<file path="config.mk">
export PLATFORM = sky130hd
export DESIGN_NAME = pipe_hazard_ctrl_flat
export DESIGN_NICKNAME = d
export VERILOG_FILES = /design/src/rtl/pipe_hazard_if.sv /design/src/rtl/pipe_hazard_ctrl.sv /design/src/flat_wrapper.sv
export SDC_FILE = /design/constraint.sdc
export NUM_CORES = 1
export LEC_CHECK = 0
export CAP_MARGIN = 20
export CORE_UTILIZATION = 35
export CTS_CLUSTER_DIAMETER = 80
export DETAILED_ROUTE_END_ITERATION = 10
export DONT_BUFFER_PORTS = 1
export SYNTH_ARGS = -nofsm -noshare
export SYNTH_HDL_FRONTEND = slang
export SYNTH_SLANG_ARGS = --single-unit
</file>
<file path="constraint.sdc">
create_clock -name clk -period 3.41 [get_ports clk]
set_input_delay 0.682 -clock clk [delete_from_list [all_inputs] [get_ports clk]]
set_output_delay 0.682 -clock clk [all_outputs]
set_load 0.05 [all_outputs]
</file>
<file path="src/rtl/pipe_hazard_if.sv">
// Pipeline-to-hazard-controller signal bundle.
// The slave side is the controller; the master side is the pipeline datapath.
interface pipe_hazard_if #(
    parameter int CNT_W = 16
);
    logic [4:0]       id_rs;
    logic [4:0]       id_rt;
    logic             id_use_rs;
    logic             id_use_rt;
    logic [31:0]      id_pc;
    logic             ex_memread;
    logic [4:0]       ex_regdest;
    logic             ex_branch_taken;
    logic [31:0]      ex_branch_target;
    logic             ex_md_start;
    logic             md_done;
    logic             irq_req;
    logic             irq_en;

    logic             pc_hold;
    logic             ifid_hold;
    logic             ifid_flush;
    logic             idex_bubble;
    logic             pc_vec_sel;
    logic             irq_ack;
    logic [31:0]      epc;
    logic             md_timeout;
    logic [CNT_W-1:0] stall_cycles;

    modport master (
        output id_rs, id_rt, id_use_rs, id_use_rt, id_pc,
               ex_memread, ex_regdest, ex_branch_taken, ex_branch_target,
               ex_md_start, md_done, irq_req, irq_en,
        input  pc_hold, ifid_hold, ifid_flush, idex_bubble, pc_vec_sel,
               irq_ack, epc, md_timeout, stall_cycles
    );

    modport slave (
        input  id_rs, id_rt, id_use_rs, id_use_rt, id_pc,
               ex_memread, ex_regdest, ex_branch_taken, ex_branch_target,
               ex_md_start, md_done, irq_req, irq_en,
        output pc_hold, ifid_hold, ifid_flush, idex_bubble, pc_vec_sel,
               irq_ack, epc, md_timeout, stall_cycles
    );
endinterface

</file>
<file path="src/rtl/pipe_hazard_ctrl.sv">
// Stall/flush sequencer for the 5-stage pipeline: load-use, taken branch,
// mul/div wait and interrupt entry, plus a saturating stall-cycle counter.
//
// state     | meaning
// ----------+------------------------------------------------------------
// S_RUN     | normal issue; resolves irq > mul/div > branch > load-use
// S_MD_WAIT | pipeline frozen until md_done or the wait timer expires
// S_DRAIN   | front end flushed while EX/MEM/WB empty out
// S_VECTOR  | one cycle redirecting PC to the exception vector, irq acked
module pipe_hazard_ctrl #(
    parameter int DRAIN_CYCLES = 2,
    parameter int MD_TIMEOUT   = 64,
    parameter int CNT_W        = 16
) (
    input  logic              clk,
    input  logic              reset,
    pipe_hazard_if.slave      bus
);

    localparam logic [1:0] S_RUN     = 2'd0;
    localparam logic [1:0] S_MD_WAIT = 2'd1;
    localparam logic [1:0] S_DRAIN   = 2'd2;
    localparam logic [1:0] S_VECTOR  = 2'd3;

    // Down-counter loads: terminal count 0 marks the last cycle of the phase.
    localparam logic [7:0] MD_LOAD    = 8'(MD_TIMEOUT - 1);
    localparam logic [7:0] DRAIN_LOAD = 8'(DRAIN_CYCLES - 1);

    logic [1:0]       state;
    logic [1:0]       state_nxt;
    logic [7:0]       tmr;
    logic [7:0]       tmr_nxt;
    logic [31:0]      epc_q;
    logic             md_timeout_q;
    logic [CNT_W-1:0] stall_q;

    logic lu;
    logic irq_take;
    logic epc_load;
    logic md_err_set;
    logic pc_hold_c;
    logic ifid_hold_c;
    logic ifid_flush_c;
    logic idex_bubble_c;
    logic pc_vec_sel_c;
    logic irq_ack_c;

    assign lu = bus.ex_memread && (bus.ex_regdest != 5'd0) &&
                ((bus.id_use_rs && (bus.ex_regdest == bus.id_rs)) ||
                 (bus.id_use_rt && (bus.ex_regdest == bus.id_rt)));

    assign irq_take = bus.irq_req && bus.irq_en;

    always_comb begin
        state_nxt     = state;
        tmr_nxt       = tmr;
        epc_load      = 1'b0;
        md_err_set    = 1'b0;
        pc_hold_c     = 1'b0;
        ifid_hold_c   = 1'b0;
        ifid_flush_c  = 1'b0;
        idex_bubble_c = 1'b0;
        pc_vec_sel_c  = 1'b0;
        irq_ack_c     = 1'b0;

        case (state)
            S_RUN: begin
                if (irq_take) begin
                    state_nxt     = S_DRAIN;
                    tmr_nxt       = DRAIN_LOAD;
                    epc_load      = 1'b1;
                    pc_hold_c     = 1'b1;
                    ifid_flush_c  = 1'b1;
                    idex_bubble_c = 1'b1;
                end else if (bus.ex_md_start) begin
                    state_nxt     = S_MD_WAIT;
                    tmr_nxt       = MD_LOAD;
                    pc_hold_c     = 1'b1;
                    ifid_hold_c   = 1'b1;
                    idex_bubble_c = 1'b1;
                end else if (bus.ex_branch_taken) begin
                    ifid_flush_c  = 1'b1;
                    idex_bubble_c = 1'b1;
                end else if (lu) begin
                    pc_hold_c     = 1'b1;
                    ifid_hold_c   = 1'b1;
                    idex_bubble_c = 1'b1;
                end
            end

            S_MD_WAIT: begin
                pc_hold_c     = 1'b1;
                ifid_hold_c   = 1'b1;
                idex_bubble_c = 1'b1;
                // A done pulse on the final timer cycle still counts as success.
                if (bus.md_done) begin
                    state_nxt = S_RUN;
                end else if (tmr == 8'd0) begin
                    state_nxt  = S_RUN;
                    md_err_set = 1'b1;
                end else begin
                    tmr_nxt = tmr - 8'd1;
                end
            end

            S_DRAIN: begin
                pc_hold_c     = 1'b1;
                ifid_flush_c  = 1'b1;
                idex_bubble_c = 1'b1;
                if (tmr == 8'd0) begin
                    state_nxt = S_VECTOR;
                end else begin
                    tmr_nxt = tmr - 8'd1;
                end
            end

            S_VECTOR: begin
                pc_vec_sel_c = 1'b1;
                irq_ack_c    = 1'b1;
                ifid_flush_c = 1'b1;
                state_nxt    = S_RUN;
            end

            default: begin
                state_nxt = S_RUN;
            end
        endcase
    end

    always_ff @(posedge clk) begin
        if (reset) begin
            state        <= S_RUN;
            tmr          <= 8'd0;
            epc_q        <= 32'd0;
            md_timeout_q <= 1'b0;
            stall_q      <= '0;
        end else begin
            state <= state_nxt;
            tmr   <= tmr_nxt;
            if (epc_load) begin
                epc_q <= bus.ex_branch_taken ? bus.ex_branch_target : bus.id_pc;
            end
            if (md_err_set) begin
                md_timeout_q <= 1'b1;
            end
            if (pc_hold_c && (stall_q != {CNT_W{1'b1}})) begin
                stall_q <= stall_q + {{(CNT_W-1){1'b0}}, 1'b1};
            end
        end
    end

    // Controls are forced low while reset is held, whatever the state.
    assign bus.pc_hold      = pc_hold_c     & ~reset;
    assign bus.ifid_hold    = ifid_hold_c   & ~reset;
    assign bus.ifid_flush   = ifid_flush_c  & ~reset;
    assign bus.idex_bubble  = idex_bubble_c & ~reset;
    assign bus.pc_vec_sel   = pc_vec_sel_c  & ~reset;
    assign bus.irq_ack      = irq_ack_c     & ~reset;
    assign bus.epc          = epc_q;
    assign bus.md_timeout   = md_timeout_q;
    assign bus.stall_cycles = stall_q;

endmodule

</file>
<file path="src/flat_wrapper.sv">
// flat-port wrapper written by rule: the top's interface ports become plain ports
module pipe_hazard_ctrl_flat 
#(
    parameter int DRAIN_CYCLES = 2,
    parameter int MD_TIMEOUT   = 64,
    parameter int CNT_W        = 16
)
  (clk, reset, bus_id_rs, bus_id_rt, bus_id_use_rs, bus_id_use_rt, bus_id_pc, bus_ex_memread, bus_ex_regdest, bus_ex_branch_taken, bus_ex_branch_target, bus_ex_md_start, bus_md_done, bus_irq_req, bus_irq_en, bus_pc_hold, bus_ifid_hold, bus_ifid_flush, bus_idex_bubble, bus_pc_vec_sel, bus_irq_ack, bus_epc, bus_md_timeout, bus_stall_cycles);
  pipe_hazard_if #(.CNT_W(CNT_W)) bus_i ();
  input  logic clk;
  input  logic reset;
  input wire logic [$bits(bus_i.id_rs)-1:0] bus_id_rs;
  input wire logic [$bits(bus_i.id_rt)-1:0] bus_id_rt;
  input wire logic [$bits(bus_i.id_use_rs)-1:0] bus_id_use_rs;
  input wire logic [$bits(bus_i.id_use_rt)-1:0] bus_id_use_rt;
  input wire logic [$bits(bus_i.id_pc)-1:0] bus_id_pc;
  input wire logic [$bits(bus_i.ex_memread)-1:0] bus_ex_memread;
  input wire logic [$bits(bus_i.ex_regdest)-1:0] bus_ex_regdest;
  input wire logic [$bits(bus_i.ex_branch_taken)-1:0] bus_ex_branch_taken;
  input wire logic [$bits(bus_i.ex_branch_target)-1:0] bus_ex_branch_target;
  input wire logic [$bits(bus_i.ex_md_start)-1:0] bus_ex_md_start;
  input wire logic [$bits(bus_i.md_done)-1:0] bus_md_done;
  input wire logic [$bits(bus_i.irq_req)-1:0] bus_irq_req;
  input wire logic [$bits(bus_i.irq_en)-1:0] bus_irq_en;
  output wire logic [$bits(bus_i.pc_hold)-1:0] bus_pc_hold;
  output wire logic [$bits(bus_i.ifid_hold)-1:0] bus_ifid_hold;
  output wire logic [$bits(bus_i.ifid_flush)-1:0] bus_ifid_flush;
  output wire logic [$bits(bus_i.idex_bubble)-1:0] bus_idex_bubble;
  output wire logic [$bits(bus_i.pc_vec_sel)-1:0] bus_pc_vec_sel;
  output wire logic [$bits(bus_i.irq_ack)-1:0] bus_irq_ack;
  output wire logic [$bits(bus_i.epc)-1:0] bus_epc;
  output wire logic [$bits(bus_i.md_timeout)-1:0] bus_md_timeout;
  output wire logic [$bits(bus_i.stall_cycles)-1:0] bus_stall_cycles;
  assign bus_i.id_rs = bus_id_rs;
  assign bus_i.id_rt = bus_id_rt;
  assign bus_i.id_use_rs = bus_id_use_rs;
  assign bus_i.id_use_rt = bus_id_use_rt;
  assign bus_i.id_pc = bus_id_pc;
  assign bus_i.ex_memread = bus_ex_memread;
  assign bus_i.ex_regdest = bus_ex_regdest;
  assign bus_i.ex_branch_taken = bus_ex_branch_taken;
  assign bus_i.ex_branch_target = bus_ex_branch_target;
  assign bus_i.ex_md_start = bus_ex_md_start;
  assign bus_i.md_done = bus_md_done;
  assign bus_i.irq_req = bus_irq_req;
  assign bus_i.irq_en = bus_irq_en;
  assign bus_pc_hold = bus_i.pc_hold;
  assign bus_ifid_hold = bus_i.ifid_hold;
  assign bus_ifid_flush = bus_i.ifid_flush;
  assign bus_idex_bubble = bus_i.idex_bubble;
  assign bus_pc_vec_sel = bus_i.pc_vec_sel;
  assign bus_irq_ack = bus_i.irq_ack;
  assign bus_epc = bus_i.epc;
  assign bus_md_timeout = bus_i.md_timeout;
  assign bus_stall_cycles = bus_i.stall_cycles;
  pipe_hazard_ctrl #(.DRAIN_CYCLES(DRAIN_CYCLES), .MD_TIMEOUT(MD_TIMEOUT), .CNT_W(CNT_W)) u_core (.clk(clk), .reset(reset), .bus(bus_i));
endmodule
</file>
Yosys cells after proc, flatten, opt, wreduce, memory -nomap -nowiden
Index checks and enable logic that the tools add are counted.

Output and inout port bits: 55. Flip-flop bits (word level): 59.

Equality and inequality tests: 10. Muxes and demuxes: 33. Reductions and logical operators: 15. Bitwise gates (word level): 6. Add/sub/neg operators: 2.

Operators with widths (count): two-way mux 32 bit (1); two-way mux 8 bit (4); case mux 8 bit (3 select lines) (1); two-way mux 1 bit (17); adder 16 x 1 -> 16 bit, second input constant (1); != test 16 bit, second input constant (1); == test 5 bit (2); two-way mux 2 bit (5); logical NOT 8 bit (1); case mux 1 bit (2 select lines) (4); case mux 2 bit (4 select lines) (1); subtractor 8 x 1 -> 8 bit, second input constant (1); logical AND 1 bit (6); != test 3 x 2 -> 1 bit, second input constant (2); AND reduction 3 bit (2); AND 1 bit (5); nonzero test 5 bit (1); == test 2 bit, second input constant (2); OR reduction 2 bit (2); nonzero test 3 bit (1); == test 2 x 1 -> 1 bit, second input constant (1); logical NOT 2 bit (1); != test 2 x 1 -> 1 bit, second input constant (1); != test 2 bit, second input constant (1); 2 further kinds (2).

Depth between registers and ports, before layout
Depth in word-level cells: 10. Mapped depth: 9. Mapped depth without buffers: 8.

Least setup slack after synthesis
OpenSTA, ideal clock, no wires.

Path kind: input to output. From: input port bus_ex_regdest[1]. To: output port bus_pc_hold. Setup slack: 0.138 ns. Arrival time: 2.590 ns. Path buffers: 2. Stages on the path: 7. Path through: xnor2_1 > nand4_1 > o22ai_2 > a21oi_2 > buf_6 > buf_6 > nor3_1.

Word-level cells in the longest chain between the ends: 10.

Ends and longest elaborated chain: from (decl) (line flat_wrapper.sv:18) `input wire logic [$bits(bus_i.ex_regdest)-1:0] bus_ex_regdest;`; == test 5 bit (on tied branches) (line pipe_hazard_ctrl.sv:49, pipe_hazard_ctrl.sv:50); logical AND 1 bit (on tied branches) (line pipe_hazard_ctrl.sv:49, pipe_hazard_ctrl.sv:50); logical OR 1 bit (line pipe_hazard_ctrl.sv:49) `((bus.id_use_rs && (bus.ex_regdest == bus.id_rs)) ||`; logical AND 1 bit (*) (line pipe_hazard_ctrl.sv:48) `assign lu = bus.ex_memread && (bus.ex_regdest != 5'd0) &&`; two-way mux 1 bit (*) (line pipe_hazard_ctrl.sv:84) `end else if (lu) begin`; two-way mux 1 bit (*) (line pipe_hazard_ctrl.sv:81) `end else if (bus.ex_branch_taken) begin`; two-way mux 1 bit (*) (line pipe_hazard_ctrl.sv:75) `end else if (bus.ex_md_start) begin`; two-way mux 1 bit (*) (line pipe_hazard_ctrl.sv:68) `if (irq_take) begin`; case mux 1 bit (2 select lines) (*) (line pipe_hazard_ctrl.sv:66) `case (state)`; AND 1 bit (*) (line pipe_hazard_ctrl.sv:153) `assign bus.pc_hold = pc_hold_c & ~reset;`; to (decl) (line flat_wrapper.sv:25) `output wire logic [$bits(bus_i.pc_hold)-1:0] bus_pc_hold;`.

Every way passes the cells marked *; elsewhere a longest branch is shown, timed or not.

Worst setup path after layout
From: register u_core.state[0]. To: output port bus_pc_hold.

Word-level cells in the longest chain between the ends: 4.

Ends and longest elaborated chain: from (decl) (line pipe_hazard_ctrl.sv:29) `logic [1:0] state;`; from (signal assigned) (line pipe_hazard_ctrl.sv:138) `state <= state_nxt;`; == test 2 x 1 -> 1 bit / == test 2 bit (equally long branches) (line pipe_hazard_ctrl.sv:66); OR reduction 2 bit (no source line); case mux 1 bit (2 select lines) (*) (line pipe_hazard_ctrl.sv:66); AND 1 bit (*) (line pipe_hazard_ctrl.sv:153).

Marked as above.

==> run_results.csv <==
group,metric,value,unit
run_status,status,"completed",
route,drtPass1Iterations,4,
timing,rsz0062_at_grt,"no",
clock_network,htree_num_levels,3,
clock_network,cts-root-buf,"clkbuf_8",
timing,skew,0.0125,ns
yosys,synthCells,368,
floorplan,core-area,0.00876,mm^2
route,wire_per_inst,15.9,um
flow_run,maxCapViolCount,0,
clock_network,cts-buffers-inserted,9,
clock_network,cts_resized,0,
floorplan,start_util,36.4,%
setup_path,end_kind,"output pin",
finish,layout-drive-gt1-share,10.9,%
timing,drv_slew,0,
yosys,synth-xor-area-share,2.75,%
global_route,grt_max_degree,67,
route,wirelength,7540,um
yosys,synth-edff-count,0,
setup_path,r2r_cells,7,
power,power_density,776,mW/mm^2
placement,hpwl,5400,um
power,seqPwrFrac,44.1,%
timing,setup_viol,0,
placement,postPlaceCellArea,0.00329,mm^2
placement,gp_congestion,0.797,
timing,period_share,85.0,%
floorplan,die_h,97.4,um
yosys,synthesis.area,0.00319,mm^2
yosys,yosysSeqAreaShare,37.0,%
finish,syn_to_final_growth,9.30,%
finish,diodes,0,
floorplan,io_pins,144,
yosys,syn_nets,464,
yosys,ys_ff_latch,59,
setup_path,rrSetupSlack,0.75,ns
finish,nets,459,
setup_path,r2r_start,"u_core.bus.stall_cycles[0]",
setup_path,crit_type,"flop to output pin",
power,netSwitchingFraction,44.8,%
worst_hold_path,min_path_type,"input port to flop",
power,pwr-share-comb,32.5,%
timing,finalSetupTns,0,ns
setup_path,startpoint_type,"flop",
global_route,gr-total-overflow,0,
timing,fin_crit,2.90,ns
clock_network,ctsLongestPathBuffers,2,
route,num_vias,2675,
route,drt_iter0_markers,76,
power,p_sw,1.21,mW
clock_network,cts_tree,"yes",
timing,hold_violations,0,
yosys,synth_area_per_cell,8.66,um^2
worst_hold_path,hold_depth,1,
clock_network,cts_setup_buffers,0,
setup_path,crit_path_max_fanout,12,
route,drc,0,
yosys,yosys_most_used_dff,"dfxtp_1",
setup_path,r2r_end,"u_core.bus.stall_cycles[1]",
floorplan,die-area,0.00949,mm^2
power,pwr-share-clk,23.4,%
global_route,grt_pass1_vias,2559,
yosys,ys_types,47,
power,irDropWorstVdd,0.268,mV
placement,portBuffers,0,
timing,relSlewSlack,54.2,%
global_route,antenna_found_initial,0,
setup_path,required,2.73,ns
timing,fmax,345,MHz
timing,worstMarginPinSlew,0.686,ns
setup_path,critical_path_arrival,2.22,ns
yosys,synth_fa_ha_area_share,2.75,%
yosys,synth_compound_area_share,20.1,%
power,p_int,1.49,mW
yosys,synth_top_family_by_area,"simple AND/OR/NAND/NOR gates",
global_route,grt_pass1_wl,12600,um
clock_network,cts.sink_count,59,
route,ant_nets,0,
worst_hold_path,whs_endpoint,"u_core.bus.stall_cycles[2]",
worst_hold_path,min_from,"reset",
route,vias_per_cell,5.63,
yosys,synth.area.mux_share,11.3,%
yosys,ys_warn_count,0,
clock_network,ctsHoldBuffers,0,
yosys,synthSimpleGateAreaFrac,20.7,%
power,power.leakage,1.26,nW
floorplan,die_w,97.4,um
floorplan,rows,34,
clock_network,clk_pin_slew_worst_paths,0.07,ns
clock_network,insertion_delay,0.33,ns
yosys,async_flop_share,0,%
finish,final_area,0.00348,mm^2
global_route,grt_usage,16.4,%
## synth_stat cells (2+ instances only)
cell      number  area share, %
dfxtp_1       59             37
nor2_1        54            6.4
a211oi_1      36            8.5
mux2i_1       32             10
a21oi_1       21            3.3
clkbuf_1      14            1.6
nand2_1       12            1.4
nor3_1        10            1.6
xnor2_1       10            2.7
nand3_1        9            1.4
or4_1          9            2.1
inv_1          8           0.94
o21ai_0        8            1.3
o31ai_1        8            1.9
ha_1           7            2.7
nor2b_1        7            1.4
buf_1          6           0.71
nand4_1        5           0.98
nor4_1         5           0.98
o21a_1         4           0.94
or3_1          4           0.78
a21o_1         3           0.71
and3_1         3           0.59
buf_2          3           0.47
buf_6          3            1.1
nand2b_1       3           0.59
buf_4          2           0.47
mux2_4         2           0.94
nor4_2         2           0.78
o31a_1         2           0.55
## metrics by stage
step | worst slack (ns) | power [mW] | util, % | hold slack [ns] | instances
floorplan | 0.138 | 1.93 | - | 0.432 | 368
global placement | 0.811 | 2.07 | 37.6 | 0.438 | 460
detailed placement | 0.766 | 2.08 | 37.6 | 0.447 | 460
CTS | 0.485 | 2.73 | 39.8 | 0.395 | 475
global route | 0.326 | 2.90 | 39.8 | 0.392 | 475
finish | 0.512 | 2.70 | 39.8 | 0.419 | 475
## metal layers
layer  track usage (%)  share of wire (%)  wire length, um
met1              20.0                 44             3320
met4              5.32               0.97               73
met2              26.6                 47             3570
met5                 0                  0                0
met3              5.90                7.6              573
## state kept, by name (all words and copies together), names as in the netlist
| name | flops |
|---|---|
| u_core.bus.md_timeout | 1 |
| u_core.state | 2 |
| u_core.bus.epc | 32 |
| u_core.bus.stall_cycles | 16 |
| u_core.tmr | 8 |
## worst max path at each step
| stage | from | depth (start not counted) | slack, ns | end |
|---|---|---|---|---|
| 6_report | u_core.state[0] | 7 | 0.51 | bus_pc_hold |
| 5_1_grt | u_core.state[0] | 7 | 0.33 | bus_pc_hold |
| 4_1_cts | u_core.state[0] | 7 | 0.49 | bus_pc_hold |
| 3_5_place_dp | u_core.bus.stall_cycles[0] | 7 | 0.77 | u_core.bus.stall_cycles[1] |
| 3_3_place_gp | bus_ex_regdest[0] | 6 | 0.81 | bus_ifid_hold |
| 2_1_floorplan | bus_ex_regdest[1] | 7 | 0.14 | bus_pc_hold |
## placed cells by master (no fill, tap or decap), drive strengths merged, types with 5 or more instances in the layout
| master | netlist | routed |
|---|---|---|
| dfxtp | 59 | 59 |
| nor2 | 54 | 54 |
| a211oi | 36 | 36 |
| mux2i | 32 | 32 |
| a21oi | 22 | 22 |
| nand2 | 12 | 12 |
| buf | 14 | 12 |
| xnor2 | 10 | 10 |
| clkbuf | 14 | 10 |
| nor3 | 10 | 10 |
| o21ai | 10 | 10 |
| or4 | 9 | 9 |
| nand3 | 9 | 9 |
| inv | 8 | 8 |
| o31ai | 8 | 8 |
| ha | 7 | 7 |
| nor2b | 7 | 7 |
| nor4 | 7 | 7 |
| nand4 | 5 | 5 |
## cells by family after synthesis
kind of cell / Yosys count
DFF: 59
buffers and inverters: 36
muxes: 35
and+or+nand+nor: 128
xor gates and xnor gates: 10
adders and majority gates: 7
AOI/OAI and AO/OA: 93
## cell type report
cell class | instances | area [um^2]
Multi-Input combinational cell | 273 | 1860
Sequential cell | 59 | 1180
Timing Repair Buffer | 12 | 90.1
Fill cell | 921 | 5280
Inverter | 8 | 30.0
Tap cell | 108 | 135
Clock inverter | 5 | 53.8
Clock buffer | 10 | 138
## power by group through the flow
stage               Combinational, mW  Sequential (mW)  Clock (mW)
floorplan                       0.723             1.20           0
global placement                0.862             1.21           0
detailed placement              0.876             1.21           0
CTS                             0.881             1.19       0.655
global route                    0.992             1.21       0.690
finish                          0.879             1.19       0.632
## critical path, stage by stage (launching register included)
cell      delay (ns)
dfxtp_1         0.40
inv_1           0.09
ha_1            0.45
a21oi_1         0.35
nand2b_1        0.14
a21oi_2         0.19
nor3_2          0.07
buf_4           0.20
No activity file was read; power rests on OpenSTA's default activity.
